==> config.mk <==
export PLATFORM = sky130hd
export DESIGN_NAME = parser_stream
export DESIGN_NICKNAME = d
export VERILOG_FILES = /design/src/rtl/pa_isa_pkg.sv /design/src/rtl/parser_skid_buffer.sv /design/src/rtl/parser_stream.sv
export SDC_FILE = /design/constraint.sdc
export NUM_CORES = 1
export LEC_CHECK = 0
export CAP_MARGIN = 20
export CORE_UTILIZATION = 35
export CTS_BUF_LIST = sky130_fd_sc_hd__clkbuf_16
export CTS_CLUSTER_SIZE = 8
export DETAILED_ROUTE_END_ITERATION = 10
export SYNTH_ARGS = -nofsm -noshare
export SYNTH_HDL_FRONTEND = slang
export SYNTH_SLANG_ARGS = --single-unit
==> constraint.sdc <==
create_clock -name clock_i -period 2.1 [get_ports clock_i]
set_clock_uncertainty 0.2 [all_clocks]
set_input_delay 0.21 -clock clock_i [delete_from_list [all_inputs] [get_ports clock_i]]
set_output_delay 0.21 -clock clock_i [all_outputs]
set_load 0.02 [all_outputs]
==> src/rtl/pa_isa_pkg.sv <==
// Shared ISA definitions for the decode-front parser.
//   OP_W / REG_W / IMM_W : default field widths of an instruction word
//   FMT_SHORT / FMT_LONG : values of the format select
//   OPCODE_NOP           : opcode that is filtered out of the stream
//   decoded_t            : decoded instruction record at the default widths
package pa_isa_pkg;

  localparam int OP_W  = 7;
  localparam int REG_W = 5;
  localparam int IMM_W = 16;

  localparam logic FMT_SHORT = 1'b0;
  localparam logic FMT_LONG  = 1'b1;

  localparam logic [OP_W-1:0] OPCODE_NOP = '0;

  typedef struct packed {
    logic              format;
    logic              branch;
    logic [OP_W-1:0]   opcode;
    logic [REG_W-1:0]  prim;
    logic [IMM_W-1:0]  sec;
  } decoded_t;

endpackage

==> src/rtl/parser_skid_buffer.sv <==
// Two-entry valid/ready register slice with flush.
//   clk, rst              : rising-edge clock, synchronous active-high reset
//   flush                 : drop both entries at the next edge
//   in_valid/in_ready/in_data    : upstream handshake, in_ready registered
//   out_valid/out_ready/out_data : downstream handshake from the output register
module parser_skid_buffer #(
  parameter int W = 30
) (
  input  logic         clk,
  input  logic         rst,
  input  logic         flush,
  input  logic         in_valid,
  output logic         in_ready,
  input  logic [W-1:0] in_data,
  output logic         out_valid,
  input  logic         out_ready,
  output logic [W-1:0] out_data
);

  logic         skid_valid;
  logic [W-1:0] skid_data;
  logic         in_fire;
  logic         out_free;

  assign in_ready = ~skid_valid;
  assign in_fire  = in_valid & in_ready;
  // Output register may be loaded when empty or draining this cycle.
  assign out_free = ~out_valid | out_ready;

  always_ff @(posedge clk) begin
    if (rst) begin
      out_valid  <= 1'b0;
      out_data   <= '0;
      skid_valid <= 1'b0;
      skid_data  <= '0;
    end else if (flush) begin
      out_valid  <= 1'b0;
      skid_valid <= 1'b0;
    end else if (out_free) begin
      if (skid_valid) begin
        // in_ready is low while the skid is full, so no input can arrive here.
        out_data   <= skid_data;
        out_valid  <= 1'b1;
        skid_valid <= 1'b0;
      end else if (in_fire) begin
        out_data  <= in_data;
        out_valid <= 1'b1;
      end else begin
        out_valid <= 1'b0;
      end
    end else if (in_fire) begin
      skid_data  <= in_data;
      skid_valid <= 1'b1;
    end
  end

endmodule

==> src/rtl/parser_stream.sv <==
// Decode-front parser stage with valid/ready on both sides.
// Splits each instruction word into format, branch, opcode, primary register
// and secondary operand, drops NOP words (counting them) and buffers up to two
// decoded instructions.
//   clock_i, reset_i        : rising-edge clock, synchronous active-high reset
//   flush_i                 : discard everything buffered and this cycle's input
//   in_valid_i / in_ready_o : upstream handshake (in_ready_o registered)
//   instruction_i, format_i : raw word and its format (0 short, 1 long)
//   out_valid_o / out_ready_i : downstream handshake
//   format_o .. sec_operand_o : decoded fields, stable while out_valid_o waits
//   nop_count_o             : saturating count of NOPs dropped since reset
module parser_stream #(
  parameter  int OP_W    = pa_isa_pkg::OP_W,
  parameter  int REG_W   = pa_isa_pkg::REG_W,
  parameter  int IMM_W   = pa_isa_pkg::IMM_W,
  parameter  int CNT_W   = 16,
  localparam int INSTR_W = IMM_W + REG_W + OP_W + 2
) (
  input  logic               clock_i,
  input  logic               reset_i,
  input  logic               flush_i,
  input  logic               in_valid_i,
  output logic               in_ready_o,
  input  logic [INSTR_W-1:0] instruction_i,
  input  logic               format_i,
  output logic               out_valid_o,
  input  logic               out_ready_i,
  output logic               format_o,
  output logic               is_branch_o,
  output logic [OP_W-1:0]    opcode_o,
  output logic [REG_W-1:0]   prim_operand_o,
  output logic [IMM_W-1:0]   sec_operand_o,
  output logic [CNT_W-1:0]   nop_count_o
);

  import pa_isa_pkg::*;

  localparam int DEC_W = 2 + OP_W + REG_W + IMM_W;

  logic               branch;
  logic [OP_W-1:0]    opcode;
  logic [REG_W-1:0]   prim;
  logic [IMM_W-1:0]   sec;
  logic               is_nop;
  logic               accept;
  logic               unused_reserved;
  logic [DEC_W-1:0]   dec_data;
  logic [DEC_W-1:0]   out_data;

  assign unused_reserved = instruction_i[INSTR_W-1];
  assign branch = instruction_i[INSTR_W-2];
  assign opcode = instruction_i[INSTR_W-3 -: OP_W];
  assign prim   = instruction_i[IMM_W+REG_W-1 -: REG_W];

  // Short format carries a register in the top of the immediate field; the
  // bits below it are don't-care.
  assign sec = (format_i == FMT_LONG) ? instruction_i[IMM_W-1:0]
             : {{(IMM_W-REG_W){1'b0}}, instruction_i[IMM_W-1 -: REG_W]};

  assign is_nop   = (opcode == OP_W'(OPCODE_NOP));
  assign accept   = in_valid_i & in_ready_o;
  assign dec_data = {format_i, branch, opcode, prim, sec};

  // NOPs are handshaken normally but never enter the buffer.
  parser_skid_buffer #(.W(DEC_W)) u_skid (
    .clk       (clock_i),
    .rst       (reset_i),
    .flush     (flush_i),
    .in_valid  (in_valid_i & ~is_nop),
    .in_ready  (in_ready_o),
    .in_data   (dec_data),
    .out_valid (out_valid_o),
    .out_ready (out_ready_i),
    .out_data  (out_data)
  );

  assign {format_o, is_branch_o, opcode_o, prim_operand_o, sec_operand_o} = out_data;

  always_ff @(posedge clock_i) begin
    if (reset_i) begin
      nop_count_o <= '0;
    end else if (accept && is_nop && !flush_i && (nop_count_o != '1)) begin
      nop_count_o <= nop_count_o + CNT_W'(1);
    end
  end

endmodule

==> results of run 1 <==
## logic make-up after synthesis
logic type / synth area share, %
buffers and inverters: 4.138
DFF: 42.33
and+or+nand+nor: 24.29
muxes: 13.09
adders and majority gates: 0.3392
AOI/OAI and AO/OA: 15.81
## tightest hold or removal path, stage by stage
cell	delay (ps)
dlymetal6s2s_1	170
nand2_1	80
a21oi_1	50
## state kept, by name, summed over array words and instances, names as in the netlist
signal	flops
u_skid.out_data	30
u_skid.out_valid	1
u_skid.skid_data	30
nop_count_o	16
u_skid.skid_valid	1
## layer usage
layer,up-vias,routed length [um],track usage [%],share of wire (%)
met2,82,4616,29.23,48
met3,10,473,3.868,4.9
li1,1755,-,-,-
met4,0,130,5.936,1.3
met5,-,0,0,0
met1,1663,4433,23.16,46
## placed cells by master (no fill, tap or decap), types with 9 or more instances in the layout
cell / synthesis / layout
nand2_1: 81 / 81
clkdlybuf4s50_1: 0 / 79
dfxtp_1: 78 / 77
a21oi_1: 47 / 47
buf_4: 3 / 41
nand3_1: 28 / 28
mux2_2: 23 / 23
mux2i_1: 19 / 19
nor2b_1: 14 / 14
nor2_1: 11 / 11
o31ai_1: 10 / 10
nand4_1: 9 / 9
or4_1: 9 / 9
clkbuf_16: 0 / 9
## power breakdown
group	switching [uW]	total, uW	internal (uW)
registers	17.3	1530	1510
clock network	608	1520	913
logic	183	380	197
total	808	3430	2620
## worst min-delay path by stage
stage          slack [ps]  cells past startpoint                    to            startpoint
2_1_floorplan          90                      1      u_skid.out_valid               flush_i
3_3_place_gp          240                      2  u_skid.skid_data[24]  u_skid.skid_data[24]
3_5_place_dp          250                      2  u_skid.skid_data[27]  u_skid.skid_data[27]
4_1_cts               170                      3  u_skid.skid_data[26]               reset_i
5_1_grt                40                      3  u_skid.skid_data[25]     instruction_i[25]
6_report               30                      3  u_skid.skid_data[25]     instruction_i[25]
## what timing repair did
action	in CTS	in global routing
setup endpoints to repair	0	15
resized for setup	0	4
buffers inserted	0	1
## final cells by class
type	instances	area (um^2)
fill	998	5052
clock buffer	9	225.2
timing repair buffer	126	1180
inverter	5	18.77
clock inverter	7	67.56
tap	136	170.2
sequential	78	1563
multi-input combinational	312	2001
## per-stage QoR
step	area [um^2]	setup TNS (ps)	power [uW]	worst slack, ps	utilization, %
2_1_floorplan	3689	0	1742	5.409	-
3_3_place_gp	4908	-9723	1938	-270.6	47.76
3_5_place_dp	4908	-11260	1943	-313.3	47.76
4_1_cts	5201	0	3469	24.39	50.61
5_1_grt	5225	0	3563	5.400	50.84
6_report	5225	0	3430	129.3	50.84
==> metrics, run 1 <==
crit path launch type=register; Hold-fix buffers, CTS=0; Final setup viols=0; WL final=slightly below 10000 um; Final Non-Filler Cells=673; maximum vdd drop=between 0.3 and 0.4 mV; CP Max Fanout=31; via count=between 3000 and 4000; FF+latch count, synth=78; clk buf depth=2; max frequency=around 510 MHz; H-tree depth=3; post-route ant nets=0; Synth area leaders=dfxtp_1 42%, nand2_1 8.2%, mux2_2 7.0%, a21oi_1 6.4%, mux2i_1 5.2%; Post-synth EDFFs=0; CP Depth=3; dpl cells=roughly 660; Final GP Congestion=between 0.7 and 0.8; ys async rst share=0%; Critical path buffers and inverters=3; Setup crit end=in_ready_o; pin count of the biggest net entering global routing=between 40 and 50; CTS root buffer=clkbuf_16; Hold Vio Cnt, Final=0; vias in the first global route=3206; first-pass GRT wire length=around 16000 um; CP Cell Sequence=buf_6, inv_1, clkdlybuf4s50_1; 1st-pass router iterations=6; initial antenna violation count=0; Crit Path Category=register to output pin; WP data arrival=between 1500 and 2000 ps; Detailed Route Iter0 Violations=around 180; Final HPWL DP=about 7000 um; Die W=~100 um; outcome=complete, no violations; worst hold slack=between 30 and 40 ps; TritonCTS Buffers=9; Final period util=93.84%; share of post-route cells with drive strength above 1=a little under a fifth; leakage=slightly below 0.002 uW; Commonest cells post-synth=81 x nand2_1, 78 x dfxtp_1, 47 x a21oi_1; CP peak stage delay=roughly 540 ps; min-delay worst type=input pin to register; Synth warnings=0; CTS tree=built; Slowest-stage cell, CP=clkdlybuf4s50_1; Synth top area share=approximately 42%; Worst-Margin Slew=525.7 ps; core area=10280 um^2; cell area power density=between 600 and 700 nW/um^2; gr usage total=between 10% and 20%; critical path's top delay family=buffers and inverters; sequential-to-total area share from yosys stat=between 40% and 50%; Mapped Avg Cell Area=8.638 um^2; reg2reg start=nop_count_o[0]; Worst slew margin=64.92%; Final nets=569; RSZ-0062 raised after global routing=false; most common flop cell mapped by yosys=dfxtp_1; diode count=0; count leader, synth=nand2_1; cells on worst reg2reg path=6; reg-to-reg setup timing slack=140 ps; Worst-Skew Late Latency=330 ps; Worst setup EP type=output pin; wire per inst=14.34 um; FP Rows=37; CP Data Required Time=~1700 ps; area grow syn2layout=41.66%; I/O Buffers=between 80 and 90; I/O Pins=84; Cells after Synth=about 430; DIE AREA=~11000 um^2; Reg clk slew, reported paths=60 ps; total gr overflow=0; # DRC=0; post-synthesis net count=roughly 460; library cells used by synthesis=between 40 and 50; fin. max-slew vios=0; Die Y-Extent=around 100 um; Max-cap violations=0; routed vias/inst=about 5.2; Synth area leader=dfxtp_1; Crit. Startpoint=u_skid.skid_valid; Syn Std Cell Area=about 3700 um^2; Initial Util=35.89%; RR Endpoint=nop_count_o[11]; Tmin final=just under 2000 ps; CTS sink cnt=between 70 and 80
Power figures use the tool's default switching activity.
==> run 2: changes to the inputs <==
--- a/config.mk
+++ b/config.mk
@@ -5,6 +5,7 @@
 export SDC_FILE = /design/constraint.sdc
 export NUM_CORES = 1
 export LEC_CHECK = 0
+export ABC_AREA = 1
 export CAP_MARGIN = 20
 export CORE_UTILIZATION = 35
 export CTS_BUF_LIST = sky130_fd_sc_hd__clkbuf_16
==> run 2 against run 1 <==
Utilization is 3.0 points lower; hold slack improved by 230 ps; critical path type unchanged; combinational power grew 24%; largest power group unchanged; routed wire length increased by 2.9%; largest cell class unchanged.
==> metrics, run 2 <==
Final HPWL DP=6697 um (-1.7%); post-route ant nets=0 (unchanged); initial antenna violation count=0 (unchanged); Commonest cells post-synth=102 x nand2_1, 89 x nor2_1, 78 x dfxtp_1; library cells used by synthesis=37 (-21%); TritonCTS Buffers=9 (unchanged); WP data arrival=1590 ps (+30 ps); leakage=0.002024 uW (+5.1%); I/O Pins=84 (unchanged); Worst slew margin=75.64% (+11 points); Final setup viols=0 (unchanged); CTS sink cnt=78 (unchanged); count leader, synth=nand2_1; min-delay worst type=register to register; Post-synth EDFFs=0 (unchanged); Reg clk slew, reported paths=60 ps (about the same); Synth area leaders=dfxtp_1 39%, nand2_1 9.6%, nor2_1 8.4%, a21oi_1 6.7%, nand3_1 5.7%; 1st-pass router iterations=6 (unchanged); Worst-Margin Slew=365.4 ps (-160.3 ps); share of post-route cells with drive strength above 1=12.15% (-6.3 points); CTS root buffer=clkbuf_16; FP Rows=38 (+2.7%); post-layout util=47.81% (-3.0 points); critical path's top delay family=buffers and inverters; most common flop cell mapped by yosys=dfxtp_1; worst hold slack=257.7 ps (+225.9 ps); CTS tree=built; Worst setup EP type=output pin; Synth warnings=0 (unchanged); Final nets=667 (+17%); Hold-fix buffers, CTS=0 (unchanged); DIE AREA=11810 um^2 (+7.8%); commonest cells after routing, fill and taps aside=102 x nand2_1, 88 x nor2_1, 82 x clkdlybuf4s50_1; Syn Std Cell Area=3983 um^2 (+8.0%); outcome=complete, no violations; Synth top area share=39.21% (-3.1 points); clk buf depth=2 (unchanged); commonest non-fill, non-tap cell in the layout=nand2_1; Detailed Route Iter0 Violations=242 (+32%); setup TNS=0 ps (unchanged); Hold Vio Cnt, Final=0 (unchanged); RSZ-0062 raised after global routing=false; top flop regs=u_skid.out_data (30), u_skid.skid_data (30), nop_count_o (16); max frequency=500.9 MHz (-1.3%); wire per inst=12.83 um (-11%); fin. max-slew vios=0 (unchanged); Initial Util=36.26% (+0.37 points); Max-cap violations=0 (unchanged); H-tree depth=3 (unchanged); Cells after Synth=557 (+30%); Die W=108.7 um (+3.8%); cell area power density=653.6 nW/um^2 (-0.45%); CP Cell Sequence=clkinv_4, clkdlybuf4s50_1; Mapped Avg Cell Area=7.150 um^2 (-17%); vias in the first global route=3344 (+4.3%); via count=3735 (+6.4%); maximum vdd drop=0.3690 mV (+0.36%); routed vias/inst=4.826 (-7.5%); total gr overflow=0 (unchanged); crit path launch type=register; Critical path buffers and inverters=2 (-1); I/O Buffers=82 (unchanged); area grow syn2layout=31.86%; gr usage total=17.47% (-0.36 points); # DRC=0 (unchanged); CP Data Required Time=1690 ps (about the same); Final GP Congestion=0.8280 (+4.0%); diode count=0 (unchanged); Final period util=95.07% (+1.2 points); Synth area leader=dfxtp_1; Crit Path Category=register to output pin; CP peak stage delay=590 ps (+50 ps); Slowest-stage cell, CP=clkdlybuf4s50_1; post-synthesis net count=594 (+28%); CP Max Fanout=25 (-19%); sequential-to-total area share from yosys stat=39.21% (-3.1 points); core area=10980 um^2 (+6.9%); FF+latch count, synth=78 (unchanged); pin count of the biggest net entering global routing=61 (+39%); first-pass GRT wire length=16130 um (+3.2%); ys async rst share=0% (unchanged); Die Y-Extent=108.7 um (+3.8%); Tmin final=1997 ps (+25.85 ps); WL final=9933 um (+2.9%); Worst-Skew Late Latency=330 ps (about the same)
==> run 2: cell count changes in the layout (fill, tap and decap cells not counted), sizes merged, moves of 7 or more <==
| cell | before | now |
|---|---|---|
| inv | 7 | 28 |
| nand3 | 29 | 48 |
| buf | 45 | 16 |
| nand2 | 81 | 118 |
| nor2 | 11 | 99 |
| or4 | 9 | 0 |
| a21oi | 47 | 63 |
| mux2 | 26 | 0 |
| a211oi | 7 | 0 |
| nor2b | 14 | 0 |
| o31ai | 10 | 0 |
| o21ai | 8 | 54 |
==> run 2: metrics by stage <==
stage | worst slack [ps] | instance area [um^2] | instances | total power (uW)
final | 103.5 | 5251 | 774 | 3432
after global routing | 16.08 | 5251 | 774 | 3584
after CTS | 77.51 | 5251 | 774 | 3474
after detailed placement | 47.05 | 4986 | 759 | 2060
after global placement | 74.42 | 4986 | 759 | 2055
after floorplan | 251.1 | 3983 | 557 | 1840
==> run 2: worst paths after layout <==
path	endpoint	start	depth (start not counted)	slack [ps]
max reg2reg	nop_count_o[13]	nop_count_o[1]	9	280
min	u_skid.skid_data[14]	u_skid.skid_data[14]	2	260
min reg2reg	u_skid.skid_data[14]	u_skid.skid_data[14]	2	260
max	in_ready_o	u_skid.skid_valid	2	100
==> run 2: worst reg2reg max path: stages, from the launching register on <==
cell and delay [ps]:
dfxtp_1 410, ha_1 240, nand3_2 130, inv_2 100, nand2_4 80, nor2_8 190, nor2_4 70, buf_12 140
nand2_1 70, a21oi_1 60
==> run 2: metal layers <==
| layer | share of wire, % | GRT usage, % | up-vias |
|---|---|---|---|
| met3 | 3.8 | 4.363 | 6 |
| met2 | 48 | 30.15 | 70 |
| met1 | 47 | 21.56 | 1696 |
| li1 | - | - | 1963 |
| met4 | 0.88 | 4.633 | 0 |
| met5 | 0 | 0 | - |
==> run 2: area by class of cell <==
| type | instances | area (um^2) |
|---|---|---|
| fillers | 1125 | 5732 |
| multi-input cells | 414 | 2105 |
| flip-flops and latches | 78 | 1563 |
| repair buffers | 98 | 1028 |
| clock buffers | 9 | 225.2 |
| well taps | 140 | 175.2 |
| inverters | 29 | 116.4 |
| clock inverters | 6 | 38.79 |
==> run 2: cell families after synthesis <==
family	Yosys count	share of synthesized area, %
AOI/OAI and AO/OA	118	16.09
and+or+nand+nor	273	30.95
DFF	78	39.21
muxes	15	3.770
xor gates and xnor gates	7	1.539
adders and majority gates	1	0.3141
buffers and inverters	65	8.137
==> run 2: repair_timing <==
action                     in CTS  in global routing
resized for setup               1                  0
setup buffers                   0                  0
setup endpoints to repair       1                  0
==> run 2: where the power goes <==
group	switching [uW]	total (uW)	internal (uW)
Combinational	251	471	219
Clock	618	1410	791
Sequential	25.0	1550	1530
Total	894	3430	2540
